$ cat src/rtl/seq_transmitter.sv
// Serial bit-pattern transmitter: shifts a latched pattern out MSB-first with
// a repeat count, an optional idle gap between repetitions, and start/busy/done/err handshaking.
module seq_transmitter #(
  parameter int MAX_LEN = 8,
  parameter int LEN_W   = 4,
  parameter int REP_W   = 4,
  parameter int GAP_W   = 4
) (
  input  logic               clk,
  input  logic               i_reset,
  input  logic               i_start,
  input  logic [MAX_LEN-1:0] i_pattern,
  input  logic [LEN_W-1:0]   i_len,
  input  logic [REP_W-1:0]   i_repeat,
  input  logic [GAP_W-1:0]   i_gap,
  output logic               o_out,
  output logic               o_valid,
  output logic               o_busy,
  output logic               o_done,
  output logic               o_err
);

  localparam int BIT_W = (MAX_LEN > 1) ? $clog2(MAX_LEN) : 1;
  localparam logic [LEN_W-1:0] LEN_ONE = LEN_W'(1);
  localparam logic [REP_W-1:0] REP_ONE = REP_W'(1);
  localparam logic [GAP_W-1:0] GAP_ONE = GAP_W'(1);
  localparam logic [BIT_W-1:0] BIT_ONE = BIT_W'(1);

  typedef enum logic [1:0] {S_IDLE, S_SHIFT, S_GAP} state_t;

  state_t             r_state;
  state_t             w_next;
  logic [MAX_LEN-1:0] r_pattern;
  logic [LEN_W-1:0]   r_len;
  logic [REP_W-1:0]   r_rep;
  logic [GAP_W-1:0]   r_gap;
  logic [GAP_W-1:0]   r_gap_cnt;
  logic [BIT_W-1:0]   r_bit;
  logic               r_done;
  logic               r_err;

  logic w_len_ok, w_accept, w_reject, w_last_bit, w_reps_left, w_gap_end;

  assign w_len_ok    = (i_len != '0) && (i_len <= LEN_W'(MAX_LEN));
  assign w_accept    = (r_state == S_IDLE) && i_start && w_len_ok;
  assign w_reject    = (r_state == S_IDLE) && i_start && !w_len_ok;
  assign w_last_bit  = (r_bit == '0);
  assign w_reps_left = (r_rep != '0);
  assign w_gap_end   = (r_gap_cnt == '0);

  // NOTE: sequential state uses non-blocking (<=) so every register samples pre-edge values.
  always_ff @(posedge clk) begin
    if (i_reset) r_state <= S_IDLE;
    else         r_state <= w_next;
  end

  // NOTE: default assignment first so no path through the comb block infers a latch.
  always_comb begin
    w_next = r_state;
    case (r_state)
      S_IDLE:  if (w_accept) w_next = S_SHIFT;
      S_SHIFT: begin
        if (w_last_bit) begin
          if (!w_reps_left)     w_next = S_IDLE;
          else if (r_gap != '0) w_next = S_GAP;
        end
      end
      S_GAP:   if (w_gap_end) w_next = S_SHIFT;
      default: w_next = S_IDLE;
    endcase
  end

  // Datapath: latched request, bit/repeat/gap counters and the registered pulses.
  always_ff @(posedge clk) begin
    if (i_reset) begin
      r_pattern <= '0;
      r_len     <= '0;
      r_rep     <= '0;
      r_gap     <= '0;
      r_gap_cnt <= '0;
      r_bit     <= '0;
      r_done    <= 1'b0;
      r_err     <= 1'b0;
    end else begin
      r_done <= 1'b0;
      r_err  <= w_reject;
      case (r_state)
        S_IDLE: begin
          if (w_accept) begin
            r_pattern <= i_pattern;
            r_len     <= i_len;
            r_rep     <= i_repeat;
            r_gap     <= i_gap;
            r_bit     <= BIT_W'(i_len - LEN_ONE);
          end
        end
        S_SHIFT: begin
          if (w_last_bit) begin
            if (w_reps_left) begin
              // Reload for the next repetition; the gap counter is ignored when gap is 0.
              r_rep     <= r_rep - REP_ONE;
              r_bit     <= BIT_W'(r_len - LEN_ONE);
              r_gap_cnt <= r_gap - GAP_ONE;
            end else begin
              r_done <= 1'b1;
            end
          end else begin
            r_bit <= r_bit - BIT_ONE;
          end
        end
        S_GAP: begin
          if (!w_gap_end) r_gap_cnt <= r_gap_cnt - GAP_ONE;
        end
        default: ;
      endcase
    end
  end

  always_comb begin
    o_out   = 1'b0;
    o_valid = 1'b0;
    o_busy  = 1'b0;
    case (r_state)
      S_SHIFT: begin
        o_out   = r_pattern[r_bit];
        o_valid = 1'b1;
        o_busy  = 1'b1;
      end
      S_GAP:   o_busy = 1'b1;
      default: ;
    endcase
  end

  assign o_done = r_done;
  assign o_err  = r_err;

endmodule

$ cat config.mk
export PLATFORM = sky130hd
export DESIGN_NAME = seq_transmitter
export DESIGN_NICKNAME = d
export VERILOG_FILES = /design/src/rtl/seq_transmitter.sv
export SDC_FILE = /design/constraint.sdc
export NUM_CORES = 1
export LEC_CHECK = 0
export CAP_MARGIN = 20
export CELL_PAD_IN_SITES_DETAIL_PLACEMENT = 2
export CELL_PAD_IN_SITES_GLOBAL_PLACEMENT = 2
export CORE_AREA = 10 10 81 83
export CTS_CLUSTER_DIAMETER = 30
export DETAILED_ROUTE_END_ITERATION = 7
export DIE_AREA = 0 0 91 93
export PLACE_DENSITY_LB_ADDON = 0.1
export SYNTH_ARGS = -nofsm -noshare
export SYNTH_HDL_FRONTEND = slang
export SYNTH_SLANG_ARGS = --single-unit
$ cat constraint.sdc
create_clock -name clk -period 6.5 [get_ports clk]
set_clock_uncertainty 0.15 [all_clocks]
set_input_delay 1.3 -clock clk [delete_from_list [all_inputs] [get_ports clk]]
set_output_delay 1.3 -clock clk [all_outputs]
set_load 0.05 [all_outputs]
# == After elaboration in Yosys (flattened, before gate mapping) ==
# Index checks and enable logic that the tools add are counted.
# word_totals
inputBits,23
register_bits,30
output_inout_bits,5
# classes
order_cmp,2
eq_ne,9
reduce_logical,20
addsub,6
muxes,24
bitwise,2
# ops
cell,n
two-way mux 4 bit,6
case mux 4 bit (2 select lines),2
AND reduction 4 bit,3
nonzero test 4 bit,3
subtractor 4 x 1 -> 4 bit (second input constant),3
two-way mux 2 bit,5
!= test 2 bit (second input constant),5
two-way mux 3 bit,3
subtractor 3 x 1 -> 3 bit (second input constant),3
!= test 3 bit (second input constant),2
case mux 2 bit (3 select lines),1
case mux 3 bit (2 select lines),1
two-way mux 1 bit,5
less-or-equal comparator 4 bit (second input constant),1
logical AND 1 bit,4
logical NOT 4 bit,1
< comparator 3 x 4 -> 1 bit (second input constant),1
nonzero test 2 bit,2
binary-select mux 1 bit (select 3 bit),1
logical NOT 3 bit,1
AND reduction 3 bit,1
OR reduction 3 bit,1
equality test 2 x 1 -> 1 bit (second input constant),1
equality test 2 bit (second input constant),1
5 further kinds,6

# == Logic depth before layout (Yosys ltp) ==
# Gate-level depths: netlist of run 1.
# logic_depth
word_depth,5
ltp_mapped,8
depth_no_buf,7

# == Least setup slack after synthesis of run 1 ==
# OpenSTA, ideal clock, no wires.
# synth_path
path_type,reg-to-output
from,reg r_state[1]
to,out o_out
n_path_buf,1
arrival_ns,2.198
path_stages_with_launch,6
slack_ns,2.852
cell_sequence,dfxtp_1 -> inv_1 -> ha_1 -> inv_1 -> clkbuf_1 -> a21oi_1
# synth_via
elab_chain_cells,2
# synth_rtl
item,line,text
start: declaration,31,state_t r_state;
start signal: assignment,54,else r_state <= w_next;
equality test 2 x 1 -> 1 bit,123,case (r_state)
two-way mux 1 bit,123,
end: declaration,16,"output logic o_out,"
# Every way passes these cells.

# == Final worst setup path of run 1 ==
# Same ends and word-level chain as after synthesis.

==> flow_summary_export.csv, run 1 <==
group,metric,value,unit
pwr,intPower,0.0004810,W
grt,first_global_vias,1691,
timing,period_share,64.65,%
grt,grt-ovfl-total,0,
worst_setup_path,cp_cell_sequence,"inv_1 > ha_1 > inv_1 > a21oi_1 > clkdlybuf4s50_1",
synth,ys_seq_area_share,35.14,%
synth,synth.distinct_cells,44,
grt,grt_max_degree,18,
layout,fin_area,2125,um2
grt,grtUsageTotal,13.04,%
synth,netlist.area_leader.share,35.14,%
pwr,p_sw_share,44.53,%
worst_setup_path,cp_data_arrival_time,2.75,ns
detailed_routing,antenna_left,0,
timing,min_period,4.203,ns
cts,cts-root-buf,"clkbuf_8",
worst_setup_path,r2r-end,"r_state[0]",
synth,synth_seq_cells,30,
place,portBuffers,27,
worst_setup_path,reg2regPathDepth,6,
worst_setup_path,critPathSlowestCell,"clkdlybuf4s50_1",
timing,slew_viol_final,0,
cts,cts_num_sinks,30,
layout,final_common_cell,"dfxtp_1",
cts,cts_resized,0,
timing,relSlewSlack,38.57,%
worst_setup_path,cp_top_family,"buffers and inverters",
pwr,clockPowerShare,18.5,%
timing,fmax,238.0,MHz
timing,setup_slack,2.297,ns
synth,synth_area,1709,um2
floorplanning,core,5010,um2
floorplanning,die_h,93,um
pwr,pwr-share-comb,49.3,%
synth,yosysWarnings,0,
detailed_routing,firstDrtPassIters,4,
pwr,p_sw,0.0003861,W
layout,utilization,42.41,%
synth,netlist_instances,184,
layout,antenna_cells,0,
worst_setup_path,crit_end,"o_out",
cts,hold_buffers,0,
layout,seq_area,600.6,um2
floorplanning,start_util,34.12,%
worst_setup_path,cp_num_buf_inv,3,
worst_setup_path,r2r_slack,3.93,ns
timing,hold_viol,0,
outcome,status,"complete, no violations",
pwr,pwr_density_cell,408.1,nW/um2
cts,clkTransAtPathRegs,0.07,ns
pwr,ir_drop,0.1745,mV
timing,tightest_slew,0.9185,ns
cts,cts_tree,"yes",
worst_setup_path,critical-path-max-stage-delay,0.84,ns
worst_setup_path,cp_num_cells,5,
job,drv_cap,0,
layout,nNetsFinal,239,
place,dp_hpwl,3.908,mm
detailed_routing,drt_iter0_drc,52,
cts,clk-insertion-delay-late,0.29,ns
synth,synth_area_leader_cell,"dfxtp_1",
floorplanning,ios,28,
timing,final.setup.tns,0,ns
detailed_routing,vias,1534,
worst_setup_path,startpoint,"r_state[1]",
cts,cts_setup_buffers,0,
cts,clockBufferDepth,2,
worst_setup_path,startpoint_type,"flip-flop",
worst_hold_path,hp-class,"reg2reg",
detailed_routing,wire_per_inst,18.49,um
worst_setup_path,rr_startpoint,"r_state[1]",
synth,synthTopCellsByArea,"dfxtp_1 (35%), mux2i_1 (11%), nor2_1 (5.7%)",
worst_setup_path,path_max_fanout,17,
layout,drive_gt1_share,8.571,%
pwr,p_leak,0.7409,nW
synth,syn_nets,214,
place,post_dp_cell_area,2029,um2
grt,grt_pass1_wl,8.928,mm
layout,syn_to_final_growth,24.30,%
layout,n_fill_cell,565,
cts,cts_inserted_buffers,5,
detailed_routing,drt_wl_total,5.177,mm
pwr,p_seq_share,32.2,%
timing,finalSetupViolations,0,
detailed_routing,via_per_inst,5.479,
layout,layout_common_cells,"dfxtp_1 (30), clkdlybuf4s50_1 (27), nor2_1 (26), mux2i_1 (19), a21oi_1 (14)",
synth,syn_avg_cell_area,9.289,um2
cts,ctsHtreeMaxLevel,2,
timing,fin_hold_ws,0.3431,ns
floorplanning,rows,26,
detailed_routing,drc,0,
layout,multiInputGateArea,1026,um2
floorplanning,die_x,91,um
worst_setup_path,crit_type,"reg2out",
place,pre_cts_slack,2.549,ns
place,gp_congestion,0.7616,
worst_setup_path,cp_common_cell,"inv_1",
grt,antenna_found_initial,0,
worst_setup_path,cp-end-kind,"primary output",
worst_setup_path,crit_required,5.05,ns
floorplanning,die_area,8463,um2
timing,rsz0062_at_grt,"no",
area by class of cell:
cell class / count / share of cell area (%)
multi-input cells: 136 / 48.29
clock buffers: 6 / 3.887
inverters: 8 / 1.413
flip-flops and latches: 30 / 28.27
repair buffers: 28 / 13.43
well taps: 70 / 4.122
clock inverters: 2 / 0.5889
synthesized netlist by cell type:
library cell,n
dfxtp_1,30
nor2_1,26
mux2i_1,19
a21oi_1,14
inv_1,8
ha_1,7
nand2_1,7
o21ai_0,6
or4_1,6
clkbuf_1,5
a311oi_1,4
a31oi_1,4
buf_2,3
nor3b_1,3
o311ai_1,3
o31ai_1,3
mux4_2,2
nand2b_1,2
nand3_1,2
nand3b_1,2
nor2b_1,2
nor3_1,2
o31a_1,2
o41ai_1,2
a2111o_1,1
a211oi_1,1
a21bo_2,1
a21o_1,1
a22oi_1,1
and4bb_1,1
buf_1,1
buf_8,1
nor3_4,1
nor4_1,1
nor4_2,1
o2111ai_1,1
o21ai_1,1
o22ai_1,1
o31ai_2,1
o32a_4,1
o32ai_4,1
o41ai_2,1
or3b_1,1
xnor2_1,1
power groups by stage:
stage | clock, W | combinational, W | sequential, W
floorplan | 0 | 0.000327 | 0.000264
global placement | 0 | 0.000402 | 0.000278
detailed placement | 0 | 0.000428 | 0.000282
CTS | 0.000165 | 0.000433 | 0.000279
global route | 0.000179 | 0.000476 | 0.000287
finish | 0.000160 | 0.000428 | 0.000279
through the flow:
step,total power [W],std cells
global route,0.0009418,280
detailed placement,0.0007094,272
global placement,0.0006806,271
CTS,0.0008768,280
finish,0.0008670,280
floorplan,0.0005916,184
routing by layer:
metal  vias up  GRT usage (%)  wire (um)
met5         -              0          0
met4         0          4.178         65
met3         8          3.357        133
met2        19          24.11       2798
met1       770          14.23       2180
li1        737              -          -
worst min-delay path by stage:
stage | slack, ns | depth (start not counted) | end | from
floorplan | 0.30 | 2 | r_len[2] | r_len[2]
global placement | 0.32 | 2 | r_len[0] | r_len[0]
detailed placement | 0.33 | 2 | r_len[0] | r_len[0]
CTS | 0.35 | 2 | r_len[0] | r_len[0]
global route | 0.38 | 2 | r_rep[0] | r_rep[0]
finish | 0.34 | 2 | r_len[0] | r_len[0]
cell families after synthesis:
family	after synthesis	share of synthesized area (%)
simple gates	57	18.01
mux	21	13.76
xor+xnor	1	0.5125
fa+ha+maj	7	5.124
flops	30	35.14
buf+inv	18	4.831
compound gates	50	22.62
state kept, by name, summed over array words and instances (netlist names):
signal	count
r_gap	4
o_err	1
r_pattern	8
r_state	2
r_gap_cnt	4
o_done	1
r_len	3
r_rep	4
r_bit	3
worst min-delay path: stages, from the launching register on:
cell and delay (ns):
dfxtp_1 0.33, mux2i_1 0.06, nor2_1 0.07
Power figures use the tool's default switching activity.
==> run 2: changes to the inputs <==
Settings changed: CORE_AREA 10 10 81 83 to 10 10 85 87, DIE_AREA 0 0 91 93 to 0 0 95 97.
Clock period 6.5 ns to 4.3 ns, I/O delays scaled along.
==> run 2 against run 1 <==
Effect of this change:
- via count decreased by 1.5%
- sequential cell count unchanged
- first-iteration DRC count increased by 5.8%
- critical path type unchanged
==> flow_summary_export.csv, run 2 (synthesis results as in run 1) <==
group,metric,value,unit
outcome,status,"complete, no violations",
floorplanning,ios,28,
layout,antenna_cells,0,
worst_hold_path,holdPathStages,2,
worst_setup_path,r2r-end,"r_state[0]",
timing,period_share,87.86,%
floorplanning,start_util,31.23,%
pwr,intPower,0.0007259,W
floorplanning,die_x,95,um
pwr,p_sw,0.0005701,W
place,place_inst,274,
timing,fmax,264.7,MHz
cts,hold_buffers,0,
cts,clockBufferDepth,2,
detailed_routing,vias,1511,
worst_setup_path,rr_startpoint,"r_state[1]",
pwr,pwr-share-comb,49.0,%
grt,antenna_found_initial,0,
place,dp_hpwl,3.920,mm
timing,rsz0062_at_grt,"no",
timing,finalSetupViolations,0,
detailed_routing,drc,0,
floorplanning,die_area,9215,um2
pwr,power,0.001296,W
cts,clkTransAtPathRegs,0.07,ns
floorplanning,rows,27,
worst_setup_path,cp-end-kind,"primary output",
grt,first_global_vias,1715,
pwr,pwr_density_cell,611.5,nW/um2
cts,ctsHtreeMaxLevel,2,
detailed_routing,drt_wl_total,5.087,mm
floorplanning,core,5473,um2
worst_setup_path,crit_type,"reg2out",
timing,hold_viol,0,
timing,min_period,3.778,ns
timing,fin_hold_ws,0.3426,ns
floorplanning,die_h,97,um
grt,grt_max_degree,18,
cts,cts_setup_buffers,0,
worst_setup_path,cp_data_arrival_time,2.77,ns
cts,cts_tree,"yes",
layout,largest_reg_flops,8,
pwr,p_leak,0.7383,nW
worst_setup_path,path_max_fanout,17,
detailed_routing,antenna_left,0,
layout,utilization,38.73,%
grt,grtUsageTotal,11.74,%
worst_setup_path,crit_required,3.29,ns
cts,cts_inserted_buffers,5,
layout,top_register,"r_pattern",
cts,cts_num_sinks,30,
worst_setup_path,startpoint_type,"flip-flop",
detailed_routing,wire_per_inst,18.04,um
detailed_routing,firstDrtPassIters,4,
layout,finalNonFillerCells,282,
timing,tightest_slew,0.9636,ns
pwr,p_sw_share,43.99,%
detailed_routing,via_per_inst,5.358,
place,portBuffers,27,
detailed_routing,drt_iter0_drc,55,
worst_hold_path,min-delay-start,"r_len[0]",
worst_hold_path,min_to,"r_len[0]",
layout,nNetsFinal,239,
layout,final_common_cell,"dfxtp_1",
timing,final.setup.tns,0,ns
grt,grt-ovfl-total,0,
layout,drive_gt1_share,8.571,%
place,gp_congestion,0.7973,
cts,cts_resized,0,
layout,layout_common_cells,"dfxtp_1 (30), clkdlybuf4s50_1 (27), nor2_1 (26), mux2i_1 (19), a21oi_1 (14)",
pwr,clockPowerShare,18.5,%
layout,syn_to_final_growth,24.01,%
worst_hold_path,hp-class,"reg2reg",
timing,relSlewSlack,35.55,%
grt,grt_pass1_wl,8.756,mm
pwr,p_seq_share,32.5,%
pwr,ir_drop,0.2541,mV
timing,slew_viol_final,0,
worst_setup_path,reg2regPathDepth,6,
cts,cts-root-buf,"clkbuf_8",
worst_setup_path,r2r_slack,1.75,ns
cts,clk-insertion-delay-late,0.28,ns
job,drv_cap,0,
==> run 2: cell count changes in the layout (fill, tap and decap cells not counted) <==
| cell | previous run | this run |
|---|---|---|
| buf_8 | 1 | 0 |
| buf_4 | 0 | 1 |
==> run 2: through the flow <==
| stage | instance area, um2 | setup WS [ns] |
|---|---|---|
| 2_1_floorplan | 1709 | 1.092 |
| 3_3_place_gp | 2024 | 0.9565 |
| 3_5_place_dp | 2024 | 0.8562 |
| 4_1_cts | 2120 | 0.4796 |
| 5_1_grt | 2120 | 0.2201 |
| 6_report | 2120 | 0.5221 |
==> run 2: worst max-delay path by stage <==
stage | from | endpoint | slack (ns)
2_1_floorplan | r_state[1] | o_out | 1.09
3_3_place_gp | r_state[1] | o_out | 0.96
3_5_place_dp | r_state[1] | o_out | 0.86
4_1_cts | r_state[1] | o_out | 0.48
5_1_grt | r_state[1] | o_out | 0.22
6_report | r_state[1] | o_out | 0.52
==> run 2: worst max-delay path, cell delays in order (launching register included) <==
cell and delay [ns]:
dfxtp_1 0.34, inv_1 0.09, ha_1 0.55, inv_1 0.43, a21oi_1 0.24, clkdlybuf4s50_1 0.83
==> run 2: metal layers <==
layer / routed length (um) / part of all wire, % / vias up / track usage (%)
met3: 135 / 2.7 / 6 / 3.007
met5: 0 / 0 / - / 0
li1: - / - / 741 / -
met2: 2683 / 53 / 18 / 20.69
met4: 45 / 0.88 / 0 / 3.089
met1: 2222 / 44 / 746 / 13.46
==> run 2: layout make-up <==
class                      instances  area [um2]
clock inverter                     2       12.51
multi-input combinational        136        1026
sequential                        30       600.6
timing repair buffer              28       277.8
clock buffer                       6       82.58
fill                             638        3353
tap                               72       90.09
inverter                           8       30.03
==> run 2: power groups by stage <==
stage | logic (W) | registers (W) | clock network [W]
finish | 0.000635 | 0.000421 | 0.000240
global route | 0.000708 | 0.000436 | 0.000263
CTS | 0.000644 | 0.000422 | 0.000250
detailed placement | 0.000638 | 0.000428 | 0
global placement | 0.000612 | 0.000422 | 0
floorplan | 0.000495 | 0.000399 | 0
